[config.mk]
export PLATFORM = sky130hd
export DESIGN_NAME = reg_wb_scoreboard
export DESIGN_NICKNAME = d
export VERILOG_FILES = /design/src/rtl/pentiumx_pkg.sv /design/src/rtl/reg_wb_scoreboard_dec.sv /design/src/rtl/reg_wb_scoreboard.sv
export SDC_FILE = /design/constraint.sdc
export NUM_CORES = 1
export LEC_CHECK = 0
export CORE_MARGIN = 4
export CORE_UTILIZATION = 55
export CTS_CLUSTER_SIZE = 30
export DETAILED_ROUTE_END_ITERATION = 8
export PLACE_DENSITY = 0.87
export SLEW_MARGIN = 20
export SYNTH_ARGS = -nofsm -noshare
export SYNTH_HDL_FRONTEND = slang
export SYNTH_SLANG_ARGS = --single-unit
export TNS_END_PERCENT = 10
[constraint.sdc]
create_clock -name clk -period 6.7 [get_ports clk]
set_input_delay 0.67 -clock clk [delete_from_list [all_inputs] [get_ports clk]]
set_output_delay 0.67 -clock clk [all_outputs]
set_load 0.005 [all_outputs]
[src/rtl/pentiumx_pkg.sv]
// Shared constants and types for the register write-back scoreboard.
//   ADDR_W   : GPR address width
//   NREG     : number of GPRs (2**ADDR_W)
//   CNT_W    : outstanding-write counter width (holds 0..NREG)
//   REG_ZERO : hard-wired zero register
package pentiumx_pkg;
  localparam int ADDR_W = 5;
  localparam int NREG   = 32;
  localparam int CNT_W  = 6;

  localparam logic [ADDR_W-1:0] REG_ZERO = 5'd0;

  typedef logic [ADDR_W-1:0] reg_addr_t;
  typedef logic [NREG-1:0]   reg_map_t;
endpackage

[src/rtl/reg_wb_scoreboard_dec.sv]
// dec5to32_onehot: combinational address-to-one-hot decoder with enable.
//   en     : when low, onehot is all zeros
//   addr   : register address
//   onehot : one bit set at position addr when enabled
module dec5to32_onehot
  import pentiumx_pkg::*;
(
  input  logic      en,
  input  reg_addr_t addr,
  output reg_map_t  onehot
);
  always_comb begin
    onehot       = '0;
    onehot[addr] = en;
  end
endmodule

[src/rtl/reg_wb_scoreboard.sv]
// reg_wb_scoreboard: pending-write scoreboard between ID issue and WB.
// Tracks which GPRs have an outstanding write, stalls ID on RAW/WAW hazards
// against those, and produces the registered one-hot regfile write enable.
// Optional: define WB_BYPASS_EN when the regfile writes in the first half
// cycle and reads in the second, so a source retiring this cycle in WB is
// not a hazard.
// Ports:
//   clk, rst                      : clock, async active-high reset
//   issue_valid/issue_wr/issue_rd : ID instruction and its destination
//   rs/rt/use_rs/use_rt           : source registers and whether read
//   wb_valid/wb_rd                : WB retiring a register write
//   flush                         : squash all in-flight writes
//   stall/issue_ack               : combinational ID handshake
//   wb_we                         : registered one-hot write enable
//   busy/pending_cnt              : pending bitmap and its population
module reg_wb_scoreboard
  import pentiumx_pkg::*;
(
  input  logic             clk,
  input  logic             rst,
  input  logic             issue_valid,
  input  logic             issue_wr,
  input  logic [ADDR_W-1:0] issue_rd,
  input  logic [ADDR_W-1:0] rs,
  input  logic [ADDR_W-1:0] rt,
  input  logic             use_rs,
  input  logic             use_rt,
  input  logic             wb_valid,
  input  logic [ADDR_W-1:0] wb_rd,
  input  logic             flush,
  output logic             stall,
  output logic             issue_ack,
  output logic [NREG-1:0]  wb_we,
  output logic [NREG-1:0]  busy,
  output logic [CNT_W-1:0] pending_cnt
);
  logic     hz_rs, hz_rt, hz_wr;
  logic     set_en, clr_en, inc, dec;
  reg_map_t set_mask, clr_mask, we_src, busy_nxt;

`ifdef WB_BYPASS_EN
  // Regfile writes first half-cycle, so a WB-matching source is already valid.
  assign hz_rs = use_rs   & busy[rs]       & (rs != REG_ZERO)       & ~(wb_valid & (wb_rd == rs));
  assign hz_rt = use_rt   & busy[rt]       & (rt != REG_ZERO)       & ~(wb_valid & (wb_rd == rt));
  assign hz_wr = issue_wr & busy[issue_rd] & (issue_rd != REG_ZERO) & ~(wb_valid & (wb_rd == issue_rd));
`else
  assign hz_rs = use_rs   & busy[rs]       & (rs != REG_ZERO);
  assign hz_rt = use_rt   & busy[rt]       & (rt != REG_ZERO);
  assign hz_wr = issue_wr & busy[issue_rd] & (issue_rd != REG_ZERO);
`endif

  assign stall     = issue_valid & ~flush & (hz_rs | hz_rt | hz_wr);
  assign issue_ack = issue_valid & ~stall;

  assign set_en = issue_ack & issue_wr & (issue_rd != REG_ZERO);
  assign clr_en = wb_valid & (wb_rd != REG_ZERO);

  dec5to32_onehot u_dec_set (.en(set_en),   .addr(issue_rd), .onehot(set_mask));
  dec5to32_onehot u_dec_clr (.en(clr_en),   .addr(wb_rd),    .onehot(clr_mask));
  dec5to32_onehot u_dec_we  (.en(wb_valid), .addr(wb_rd),    .onehot(we_src));

  // Clear first, then set: a same-register set/clear leaves the bit set.
  assign busy_nxt = (busy & ~clr_mask) | set_mask;

  // A same-register clear of a busy bit is cancelled by the set, so the
  // count stays put; a clear of a non-busy bit never decrements.
  assign inc = set_en & ~busy[issue_rd];
  assign dec = clr_en & busy[wb_rd] & ~(set_en & (issue_rd == wb_rd));

  always_ff @(posedge clk or posedge rst) begin
    if (rst) begin
      busy        <= '0;
      wb_we       <= '0;
      pending_cnt <= '0;
    end else begin
      // An instruction already in WB commits even across a flush.
      wb_we <= we_src & ~reg_map_t'(1);
      if (flush) begin
        busy        <= '0;
        pending_cnt <= '0;
      end else begin
        busy <= busy_nxt & ~reg_map_t'(1);
        if (inc && !dec && pending_cnt != CNT_W'(NREG))
          pending_cnt <= pending_cnt + 1'b1;
        else if (dec && !inc && pending_cnt != '0)
          pending_cnt <= pending_cnt - 1'b1;
      end
    end
  end
endmodule

=== Word-level counts from Yosys, hierarchy flattened ===
Cells that the tools add are included.

* Output and inout port bits: 72
* Bits of input ports: 28
* Register bits: 69
* Word-level logic and storage cells: 71

* Mux-type cells: 16
* Order comparisons: 6
* Reductions and logical operators: 14
* Add/sub/neg operators: 2
* Bitwise operators: 28
* Eq/ne operators: 2

{| class="wikitable"
|+ Operators by type and width
! cell !! count
|-
| $and 32x32->32 || 4
|-
| $mux 32 || 1
|-
| $not 32->32 || 1
|-
| $or 32x32->32 || 1
|-
| $lt 5x6->1 const B || 4
|-
| $bmux 1 s5 || 4
|-
| $reduce_bool 5->1 || 4
|-
| $mux 6 || 3
|-
| $and 1x1->1 || 16
|-
| $demux 1 s5 || 2
|-
| $ge 5x1->1 const B || 2
|-
| $add 6x1->6 const B || 1
|-
| $logic_and 1x1->1 || 6
|-
| $mux 1 || 6
|-
| $ne 6x6->1 const B || 1
|-
| $reduce_bool 6->1 || 1
|-
| $sub 6x1->6 const B || 1
|-
| $eq 5x5->1 || 1
|-
| $not 1->1 || 4
|-
| $reduce_bool 3->1 || 1
|-
| $logic_not 1->1 || 2
|-
| $or 1x1->1 || 2
|}

=== Longest topological paths before layout ===
Gate-level depths: netlist of the first run.

* Depth in word-level cells: 19
* Depth in mapped cells: 16
* Mapped depth without buffers: 14

=== Hierarchy ===
From an unflattened synthesis of the first run, not the netlist that was laid out.

* Cells, all modules: 502
* Area, all modules: 4575.6 µm²

{| class="wikitable"
|+ Modules (own cells, without submodules)
! module !! sequential area each (µm²) !! area each (µm²) !! cells each !! instances
|-
| reg_wb_scoreboard || 1701.6 || 3885.0 || 361 || 1
|-
| dec5to32_onehot || 0.0 || 230.2 || 47 || 3
|}

=== Worst setup path after synthesis of the first run ===
No wires, ideal clock.

* Path kind: input-to-reg
* From: input wb_rd[1]
* To: register pending_cnt[5]
* Path buffers: 2
* Data required time: 6.629 ns
* Stages on the path: 16
* Library setup time: 0.071 ns
* Slack: 3.003 ns
* Data arrival time: 3.626 ns
* Cells stage by stage: buf_2 clkbuf_1 xnor2_1 nand3_1 nor3_1 nor2_1 a21oi_1 nand2_1 ha_1 a21o_1 a21oi_1 o21bai_1 a21oi_1 and3_1 a21bo_2 nand4_1

* Cells in the longest elaborated chain, start to end: 9
* Elaborated cells between the ends (all ways): 17
* Classes of those cells: eq/ne: 1; mux: 4; bitwise: 5; reduce/logical: 7

{| class="wikitable"
|+ Ends and longest elaborated chain
! item !! line !! RTL
|-
| start, declared || reg_wb_scoreboard.sv:29 || <nowiki>input logic [ADDR_W-1:0] wb_rd,</nowiki>
|-
| $bmux 1 s5, or another cell as far along || reg_wb_scoreboard.sv:68 || <nowiki>assign dec = clr_en & busy[wb_rd] & ~(set_en & (issue_rd == wb_rd));</nowiki>
|-
| $mux 1 (not written as such), or another cell as far along || reg_wb_scoreboard.sv:68 ||
|-
| $and 1x1->1 / $not 1->1 (equally long branches) || reg_wb_scoreboard.sv:68 ||
|-
| $and 1x1->1 * || reg_wb_scoreboard.sv:68 ||
|-
| $logic_not 1->1 || reg_wb_scoreboard.sv:83 || <nowiki>if (inc && !dec && pending_cnt != CNT_W'(NREG))</nowiki>
|-
| $logic_and 1x1->1 (2 in a row) || reg_wb_scoreboard.sv:83 ||
|-
| $mux 6 || reg_wb_scoreboard.sv:83 ||
|-
| $mux 6 || reg_wb_scoreboard.sv:78 || <nowiki>if (flush) begin</nowiki>
|-
| end signal, assigned || reg_wb_scoreboard.sv:84 || <nowiki>pending_cnt <= pending_cnt + 1'b1;</nowiki>
|-
| end signal, assigned || reg_wb_scoreboard.sv:86 || <nowiki>pending_cnt <= pending_cnt - 1'b1;</nowiki>
|-
| end, declared || reg_wb_scoreboard.sv:35 || <nowiki>output logic [CNT_W-1:0] pending_cnt</nowiki>
|}

Every way passes the cells marked *; elsewhere a longest branch is shown, timed or not. The select of a mux whose other input is x is not followed.
A chain may end at the register's enable or synchronous reset.

=== Final worst setup path of the first run ===
* From: input issue_rd[4]
* To: output stall

* Cells in the longest elaborated chain, start to end: 6
* Elaborated cells between the ends (all ways): 7
* Classes of those cells: mux: 2; bitwise: 4; reduce/logical: 1

{| class="wikitable"
|+ Ends and longest elaborated chain
! item !! line !! RTL
|-
| start, declared || reg_wb_scoreboard.sv:23 || <nowiki>input logic [ADDR_W-1:0] issue_rd,</nowiki>
|-
| $bmux 1 s5 || reg_wb_scoreboard.sv:49 || <nowiki>assign hz_wr = issue_wr & busy[issue_rd] & (issue_rd != REG_ZERO);</nowiki>
|-
| $mux 1 (not written as such) || reg_wb_scoreboard.sv:49 ||
|-
| $and 1x1->1 || reg_wb_scoreboard.sv:49 ||
|-
| $and 1x1->1 * || reg_wb_scoreboard.sv:49 ||
|-
| $or 1x1->1 * || reg_wb_scoreboard.sv:52 || <nowiki>assign stall = issue_valid & ~flush & (hz_rs | hz_rt | hz_wr);</nowiki>
|-
| $and 1x1->1 * || reg_wb_scoreboard.sv:52 ||
|-
| end, declared || reg_wb_scoreboard.sv:31 || <nowiki>output logic stall,</nowiki>
|}

Marked as above.

==> run summary, run 1 <==
arrival time worst endpoint = 3.94 ns
met3 WL = 1440 um
vias after detailed routing = 4,002
effective utilization at floorplan = 57.8%
max_cap viols = 0
final number of setup-violating endpoints = 0
critical path start-end classification = in2out
clock root cell = clkbuf_8
maximum number of buffers from clock root to sink = 2
final cell area excluding filler cells = 5420 sq um
setup clock skew after layout = 0.00971 ns
pin count of the biggest net entering global routing = 69
Critical Path Fanout Max = 20
Tot Pwr = 1000 uW
post-CTS setup buffer count = 0
number of global-route vias before repair = 3,877
placeable core region = 7410 sq um
horizontal extent of the die = 96.2 um
TritonCTS clock tree = yes
number of I/O pins = 100
sum of met2 wire segment lengths after detailed routing = 6510 um
final hold vios = 0
total global routing overflow = 0
mean instance size in the synthesized netlist = 10.2 sq um
Lkg Pwr = 2.17 nW
overall die height = 96.2 um
number of flops mapped to enable cells by yosys = 0
via/cell ratio = 6.68
most frequent cells in the layout = clkdlybuf4s50_1 (97), dfrtp_1 (68), nor2_1 (46)
diode insertion count for antenna repair = 0
area occupied by registers = 1700 sq um
total number of placement rows = 31
Yosys top cell by area = dfrtp_1
detailed router's first-iteration violation count = 414
first-pass iteration count of the detailed router = 6
hold buffer count at cts = 0
area used by multi-input combinational logic = 2280 sq um
signed area change from the synthesized netlist to the final layout = 26.6%
maximum ir drop on the vdd rail = 0.111 mV
sinks on the clock net = 68
asr flop ratio synth = 100%
class of the tightest hold or removal check = reg2reg
Cell Area, Synth = 4280 sq um
Placed Instance Area = 5220 sq um
total count of max-transition violations in the final report = 0
Post-Place Worst Slack = 1.81 ns
Max Clock Freq = 217 MHz
DP Wirelength = 9960 um
RSZ-0062 raised after global routing = false
number of nets with antenna violations after routing = 0
post-cts repair resize count = 0
leading cell type in the layout, fill and taps excluded = clkdlybuf4s50_1
final-layout setup total negative slack = 0 ns
Post-route DRC = 0
worst path required time = 6.03 ns
fraction of layout cells with a size suffix above 1 = 11.4%
global-route usage over all layers = 31.9%
IO buf count = 97
period utilisation layout = 68.8%
flip-flop and latch count after synthesis = 68
yosys warns = 0
routability cong. = 0.928
Clock Latency Late Sink = 0.35 ns
number of fillers in the final layout = 544
clock buffers created by TritonCTS = 9
sum of routed wire segments on met1 = 5660 um
portion of the post-synthesis area used by sequential elements = 39.7%
nature of the critical path endpoint = primary output
Synth top area share = 39.7%
H-tree levels = 3
total routed wirelength = 14,100 um
final core area utilization = 73.2%
leading register cell type out of synthesis = dfrtp_1
Clk pin slew, worst setup/hold paths = 0.07 ns
number of antenna violations at the first check in global routing = 0
highest layer used for signal routing = met4
Worst Max-Slew Pin Slew = 0.964 ns
least setup slack across all paths after layout = 2.09 ns
final net count = 528
detail-routed net length per standard cell = 23.5 um
die area = 9260 sq um
wire length of the first global-routing pass = 21,700 um
minimum clock period = 4.61 ns
number of instances in the synthesized netlist = 419
cells taking the most area after synthesis = dfrtp_1 (40%), mux4_2 (6.8%), mux2i_1 (6.1%), o32ai_1 (4.3%), nor2_1 (4.0%)
headroom to the max-slew limit = 35.5%
status = finished, final reports clean
distinct cell type count after synthesis = 64
power density cells = 184 nW/um^2
Critical Path Start Type = primary input
## metrics by stage
stage               instances  hold slack (ns)
floorplan                 420            0.563
global placement          583            0.570
detailed placement        583            0.594
CTS                       599            0.606
global route              599            0.642
finish                    599            0.604
## cells in the mapped netlist (all sizes together), types with 5 or more instances
| library cell | n |
|---|---|
| dfrtp | 68 |
| nor2 | 46 |
| inv | 34 |
| mux2i | 27 |
| o32ai | 21 |
| nand2 | 20 |
| clkbuf | 19 |
| mux4 | 19 |
| buf | 16 |
| o21ai | 16 |
| nand3 | 12 |
| o211ai | 10 |
| a21oi | 9 |
| nor2b | 8 |
| o22ai | 7 |
| mux2 | 6 |
| nand3b | 6 |
| nand4 | 5 |
| nor3 | 5 |
| or3b | 5 |
| xnor2 | 5 |
## routing by layer
layer	track usage [%]	vias up
li1	-	1696
met1	44.4	1938
met2	49.0	326
met3	6.02	42
met4	13.5	0
met5	0	-
## state kept, by name, indices dropped and copies added, names as in the netlist
signal,cells
busy,31
wb_we,31
pending_cnt,6
## worst max-delay path: stages
cell and delay (ns):
clkdlybuf4s50_1 0.75, or4b_2 0.84, o32ai_1 0.34, nor4_1 0.11, o221a_2 0.18, or2_2 0.29
a21oi_1 0.22, clkdlybuf4s50_1 0.54
## power by group
part | internal (mW) | switching (mW) | total (mW)
clock | 0.181 | 0.167 | 0.349
sequential | 0.421 | 0.0143 | 0.436
combinational | 0.102 | 0.113 | 0.216
## layout make-up
cell class | instances | share of cell area [%]
multi-input combinational | 283 | 42.1
sequential | 68 | 31.4
timing repair buffer | 99 | 18.2
clock buffer | 10 | 2.54
inverter | 34 | 2.35
tap | 99 | 2.28
clock inverter | 6 | 1.18
## logic make-up (layout without fill, tap and decap cells)
family	after synthesis	in the layout	synth area share, %
AND/OR/NAND/NOR	135	135	17.0
AO/OA/AOI/OAI	81	81	13.9
buffers and inverters	69	149	7.07
flip-flops	68	68	39.7
multiplexers	52	52	19.0
XOR/XNOR	8	8	1.64
adder cells (fa/ha/maj)	5	5	1.64
other	1	2	0.0876
## worst paths after layout
kind / to / slack (ns) / depth (start not counted) / start
max: stall / 2.09 / 8 / issue_rd[4]
min in group asynchronous: wb_we[13] / 0.90 / 3 / rst
min: pending_cnt[3] / 0.60 / 2 / pending_cnt[3]
min reg2reg: pending_cnt[3] / 0.60 / 2 / pending_cnt[3]
max reg2reg: pending_cnt[5] / 2.98 / 14 / busy[30]
max in group asynchronous: pending_cnt[2] / 5.22 / 3 / rst
Note: power is estimated with default switching activity, not from simulation.
==> inputs of run 2 (changes only) <==
- CORE_UTILIZATION: 55 -> 51
- PLACE_DENSITY: 0.87 -> 0.81
- clock period: 6.7 -> 4.84 ns (I/O delays scaled with it)
==> run 2 against run 1 <==
Effect of this change: non-clock buffer count rose by 6; worst hold slack worse by 0.12 ns; core utilization decreased by 6.1 points; final cell count is 1.8% higher; sequential share of layout area shrank 0.37 points; clock power increased by 48%; combinational power grew 39%.
==> run summary, run 2 (synthesis results as in run 1) <==
status = finished, final reports clean
post-CTS setup buffer count = 0
Post-route DRC = 0
detailed router's first-iteration violation count = 315
detail-routed net length per standard cell = 23.8 um
number of global-route vias before repair = 3,933
TritonCTS clock tree = yes
overall die height = 99.6 um
final hold vios = 0
leading cell type in the layout, fill and taps excluded = clkdlybuf4s50_1
area occupied by registers = 1700 sq um
final cell area excluding filler cells = 5490 sq um
Worst Max-Slew Pin Slew = 0.854 ns
total count of max-transition violations in the final report = 0
number of antenna violations at the first check in global routing = 0
global-route usage over all layers = 30.0%
total number of placement rows = 33
number of nets with antenna violations after routing = 0
number of I/O pins = 100
Critical Path Start Type = primary input
relative contribution of sequential cells to total power = 42.4%
total routed wirelength = 14,500 um
Clk pin slew, worst setup/hold paths = 0.08 ns
die area = 9930 sq um
diode insertion count for antenna repair = 0
Post-Place Worst Slack = 0.203 ns
minimum clock period = 4.34 ns
final cell count without fillers = 610
setup clock skew after layout = 0.0109 ns
slack of the worst reg-to-reg path = 0.95 ns
cell count after placement = 595
timing startpoint of the critical path = rs[0]
arrival time worst endpoint = 4.62 ns
largest registers = busy (31), wb_we (31), pending_cnt (6)
Sw Share = 28.5%
most frequent cells in the layout = clkdlybuf4s50_1 (97), dfrtp_1 (68), nor2_1 (46)
power density cells = 259 nW/um^2
area used by multi-input combinational logic = 2280 sq um
switching power = 406 uW
total global routing overflow = 0
wire length of the first global-routing pass = 22,700 um
signed area change from the synthesized netlist to the final layout = 28.1%
hold buffer count at cts = 0
max_cap viols = 0
worst path required time = 5.12 ns
Int Power = 1.02 mW
Placed Instance Area = 5270 sq um
RSZ-0062 raised after global routing = false
first-pass iteration count of the detailed router = 4
maximum number of buffers from clock root to sink = 2
via/cell ratio = 6.37
nature of the critical path endpoint = register
DP Wirelength = 10,600 um
sinks on the clock net = 68
pin count of the biggest net entering global routing = 45
depth of the most critical reg-to-reg path = 14
final number of setup-violating endpoints = 0
period utilisation layout = 89.7%
number of fillers in the final layout = 648
critical path start-end classification = in2reg
final-layout setup total negative slack = 0 ns
start of the worst register-to-register path = busy[22]
horizontal extent of the die = 99.6 um
routability cong. = 0.936
fraction of layout cells with a size suffix above 1 = 12.3%
Comb power frac = 21.1%
clock root cell = clkbuf_8
least setup slack across all paths after layout = 0.499 ns
class of the tightest hold or removal check = in2async
final net count = 534
vias after detailed routing = 3,886
H-tree levels = 3
Crit Reg-Reg Endpoint = pending_cnt[5]
clock buffers created by TritonCTS = 9
maximum ir drop on the vdd rail = 0.175 mV
capturing instance or port of the critical path = pending_cnt[5]
Critical Path Fanout Max = 9
IO buf count = 97
Clock Latency Late Sink = 0.35 ns
Lkg Pwr = 2.21 nW
Max Clock Freq = 230 MHz
headroom to the max-slew limit = 42.9%
post-cts repair resize count = 0
effective utilization at floorplan = 52.4%
placeable core region = 8180 sq um
Clk pwr share = 36.5%
-- run 2: power groups by stage --
stage / Sequential (mW) / Clock (mW) / Combinational (mW)
2_1_floorplan: 0.609 / 0 / 0.196
3_3_place_gp: 0.613 / 0 / 0.290
3_5_place_dp: 0.613 / 0 / 0.298
4_1_cts: 0.603 / 0.526 / 0.299
5_1_grt: 0.604 / 0.552 / 0.329
6_report: 0.603 / 0.518 / 0.300
-- run 2: worst min-delay path by stage --
stage / startpoint / to / slack (ns) / cells after the start
2_1_floorplan: pending_cnt[2] / pending_cnt[2] / 0.56 / 2
3_3_place_gp: pending_cnt[3] / pending_cnt[3] / 0.58 / 2
3_5_place_dp: pending_cnt[3] / pending_cnt[3] / 0.59 / 2
4_1_cts: rst / wb_we[14] / 0.49 / 2
5_1_grt: rst / wb_we[9] / 0.53 / 2
6_report: rst / wb_we[14] / 0.49 / 2
-- run 2: cell type report --
type | instances | area share, %
clock buffers | 9 | 2.26
clock inverters | 6 | 1.64
inverters | 34 | 2.33
multi-input cells | 283 | 41.6
flip-flops and latches | 68 | 31.0
well taps | 105 | 2.39
repair buffers | 105 | 18.8
-- run 2: through the flow --
stage,total power [mW],utilization [%],hold WS (ns)
after floorplan,0.805,-,0.563
after global placement,0.903,64.5,0.582
after detailed placement,0.911,64.5,0.589
after CTS,1.43,67.1,0.492
after global routing,1.48,67.1,0.527
final,1.42,67.1,0.486
-- run 2: worst max-delay path, stage by stage --
cell and delay (ns):
clkdlybuf4s50_1 0.78, mux4_1 0.62, o41ai_1 0.55, o41ai_2 0.17
and4_2 0.28, nand2_1 0.18, ha_1 0.27, a21o_1 0.18
a21oi_1 0.24, o21bai_1 0.10, a21oi_1 0.27, and3_1 0.20
a21bo_2 0.21, nand4_1 0.08
-- run 2: metal layers --
layer  global-route usage [%]  up-vias  share of wire (%)
met5                        0        -                  0
met4                     9.98        0                2.6
met3                     6.17       40                8.3
met2                     47.9      202                 48
met1                     41.1     1945                 42
li1                         -     1699                  -
==> inputs of run 3 (changes only) <==
- PLACE_DENSITY: 0.81 -> not set
- PLACE_DENSITY_LB_ADDON: not set -> 0.25
==> run 3 against run 2 <==
Effect of this change: worst setup slack better by 0.13 ns; register-to-register slack better by 0.12 ns; sequential share of layout area fell by 0.078 points; power fell by 1.2%; first-iteration DRC count down 0.95%; via count is 1.1% higher; critical path depth grew 1; highest routed layer unchanged.
==> run summary, run 3 (synthesis results as in run 1) <==
nature of the critical path endpoint = register
signed area change from the synthesized netlist to the final layout = 28.5%
number of global-route vias before repair = 3,989
final cell area excluding filler cells = 5500 sq um
least setup slack across all paths after layout = 0.632 ns
final net count = 537
detail-routed net length per standard cell = 22.9 um
number of nets with antenna violations after routing = 0
Clk pwr share = 35.4%
sinks on the clock net = 68
Worst Max-Slew Pin Slew = 0.846 ns
max_cap viols = 0
via/cell ratio = 6.40
highest cell delay on the worst timing path = 0.78 ns
wire length of the first global-routing pass = 22,500 um
Clk pin slew, worst setup/hold paths = 0.08 ns
total routed wirelength = 14,100 um
leading cell type in the layout, fill and taps excluded = clkdlybuf4s50_1
diode insertion count for antenna repair = 0
Lkg Pwr = 2.22 nW
horizontal extent of the die = 99.6 um
period utilisation layout = 86.9%
hold buffer count at cts = 0
vias after detailed routing = 3,927
DP Wirelength = 10,200 um
Critical Path Start Type = primary input
maximum ir drop on the vdd rail = 0.222 mV
headroom to the max-slew limit = 43.6%
Comb power frac = 21.6%
number of fillers in the final layout = 647
number of I/O pins = 100
Post-route DRC = 0
first-pass iteration count of the detailed router = 5
most frequent cells in the layout = clkdlybuf4s50_1 (97), dfrtp_1 (68), nor2_1 (46)
final hold vios = 0
Placed Instance Area = 5300 sq um
detailed router's first-iteration violation count = 312
Int Power = 974 uW
maximum number of buffers from clock root to sink = 2
critical path start-end classification = in2reg
Worst path slowest cell = clkdlybuf4s50_1
IO buf count = 97
CP dominant cell by count = a21oi_1
largest registers = busy (31), wb_we (31), pending_cnt (6)
effective utilization at floorplan = 52.4%
total count of max-transition violations in the final report = 0
clock root cell = clkbuf_8
switching power = 429 uW
Clock Latency Late Sink = 0.36 ns
final number of setup-violating endpoints = 0
placeable core region = 8180 sq um
relative contribution of sequential cells to total power = 43.0%
status = finished, final reports clean
power density cells = 255 nW/um^2
arrival time worst endpoint = 4.50 ns
clock buffers created by TritonCTS = 9
Critical Path Fanout Max = 9
pin count of the biggest net entering global routing = 69
RSZ-0062 raised after global routing = false
final core area utilization = 67.3%
number of antenna violations at the first check in global routing = 0
class of the tightest hold or removal check = reg2reg
Sw Share = 30.6%
H-tree levels = 3
Tot Pwr = 1.40 mW
list of cells traversed by the critical path = clkdlybuf4s50_1, mux4_2, nand3_1, a21oi_1, o41ai_2, and4_2, nand2_1, ha_1, a21o_1, a21oi_1, o21bai_1, a21oi_1, and3_1, a21bo_2, nand4_1
minimum clock period = 4.21 ns
final-layout setup total negative slack = 0 ns
fraction of layout cells with a size suffix above 1 = 13.0%
die area = 9930 sq um
routability cong. = 0.994
worst path required time = 5.13 ns
total global routing overflow = 0
Post-Place Worst Slack = 0.283 ns
total number of placement rows = 33
post-cts repair resize count = 0
global-route usage over all layers = 29.5%
TritonCTS clock tree = yes
overall die height = 99.6 um
Max Clock Freq = 238 MHz
setup clock skew after layout = 0.00701 ns
post-CTS setup buffer count = 0
## run 3: cell count changes in the layout (fill, tap and decap cells not counted), sizes merged
cell	delta
bufinv	-1
clkinv	-1
buf	+3
inv	+3
## run 3: cell type report
class | instances | area [sq um] | share of cell area (%)
repair buffers | 108 | 1050 | 19.1
clock inverters | 7 | 81.3 | 1.48
clock buffers | 9 | 124 | 2.25
inverters | 34 | 128 | 2.32
multi-input cells | 283 | 2280 | 41.5
flip-flops and latches | 68 | 1700 | 30.9
well taps | 105 | 131 | 2.39
## run 3: path summary, 6_finish.rpt
| kind | startpoint | to | slack, ns | depth (start not counted) |
|---|---|---|---|---|
| min in group asynchronous | rst | wb_we[15] | 0.69 | 3 |
| max | rs[0] | pending_cnt[5] | 0.63 | 15 |
| min | pending_cnt[2] | pending_cnt[2] | 0.60 | 2 |
| max in group asynchronous | rst | wb_we[22] | 3.59 | 3 |
| min reg2reg | pending_cnt[2] | pending_cnt[2] | 0.60 | 2 |
| max reg2reg | busy[20] | pending_cnt[5] | 1.07 | 14 |
## run 3: critical path: cells and delay by family
kind / cells / cell delay, ns
muxes: 1 / 0.58
and+or+nand+nor: 5 / 0.84
AOI/OAI and AO/OA: 7 / 1.49
buffers and inverters: 1 / 0.78
adders and majority gates: 1 / 0.33
## run 3: layer usage
layer	global-route usage (%)	part of all wire [%]	vias to the layer above	wire length (um)
li1	-	-	1711	-
met5	0	0	-	0
met4	11.6	2.9	0	409
met3	6.31	9.1	42	1280
met1	41.2	43	1952	6010
met2	45.1	45	222	6390
## run 3: power groups by stage
stage               Combinational [mW]  Clock [mW]  Sequential (mW)
floorplan                        0.196           0            0.609
global placement                 0.293           0            0.612
detailed placement               0.301           0            0.613
CTS                              0.303       0.500            0.603
global route                     0.332       0.527            0.606
finish                           0.303       0.497            0.603
## run 3: through the flow
| step | hold WS [ns] | cells |
|---|---|---|
| after floorplan | 0.563 | 420 |
| after global placement | 0.578 | 598 |
| after detailed placement | 0.592 | 598 |
| after CTS | 0.605 | 614 |
| after global routing | 0.629 | 614 |
| final | 0.598 | 614 |
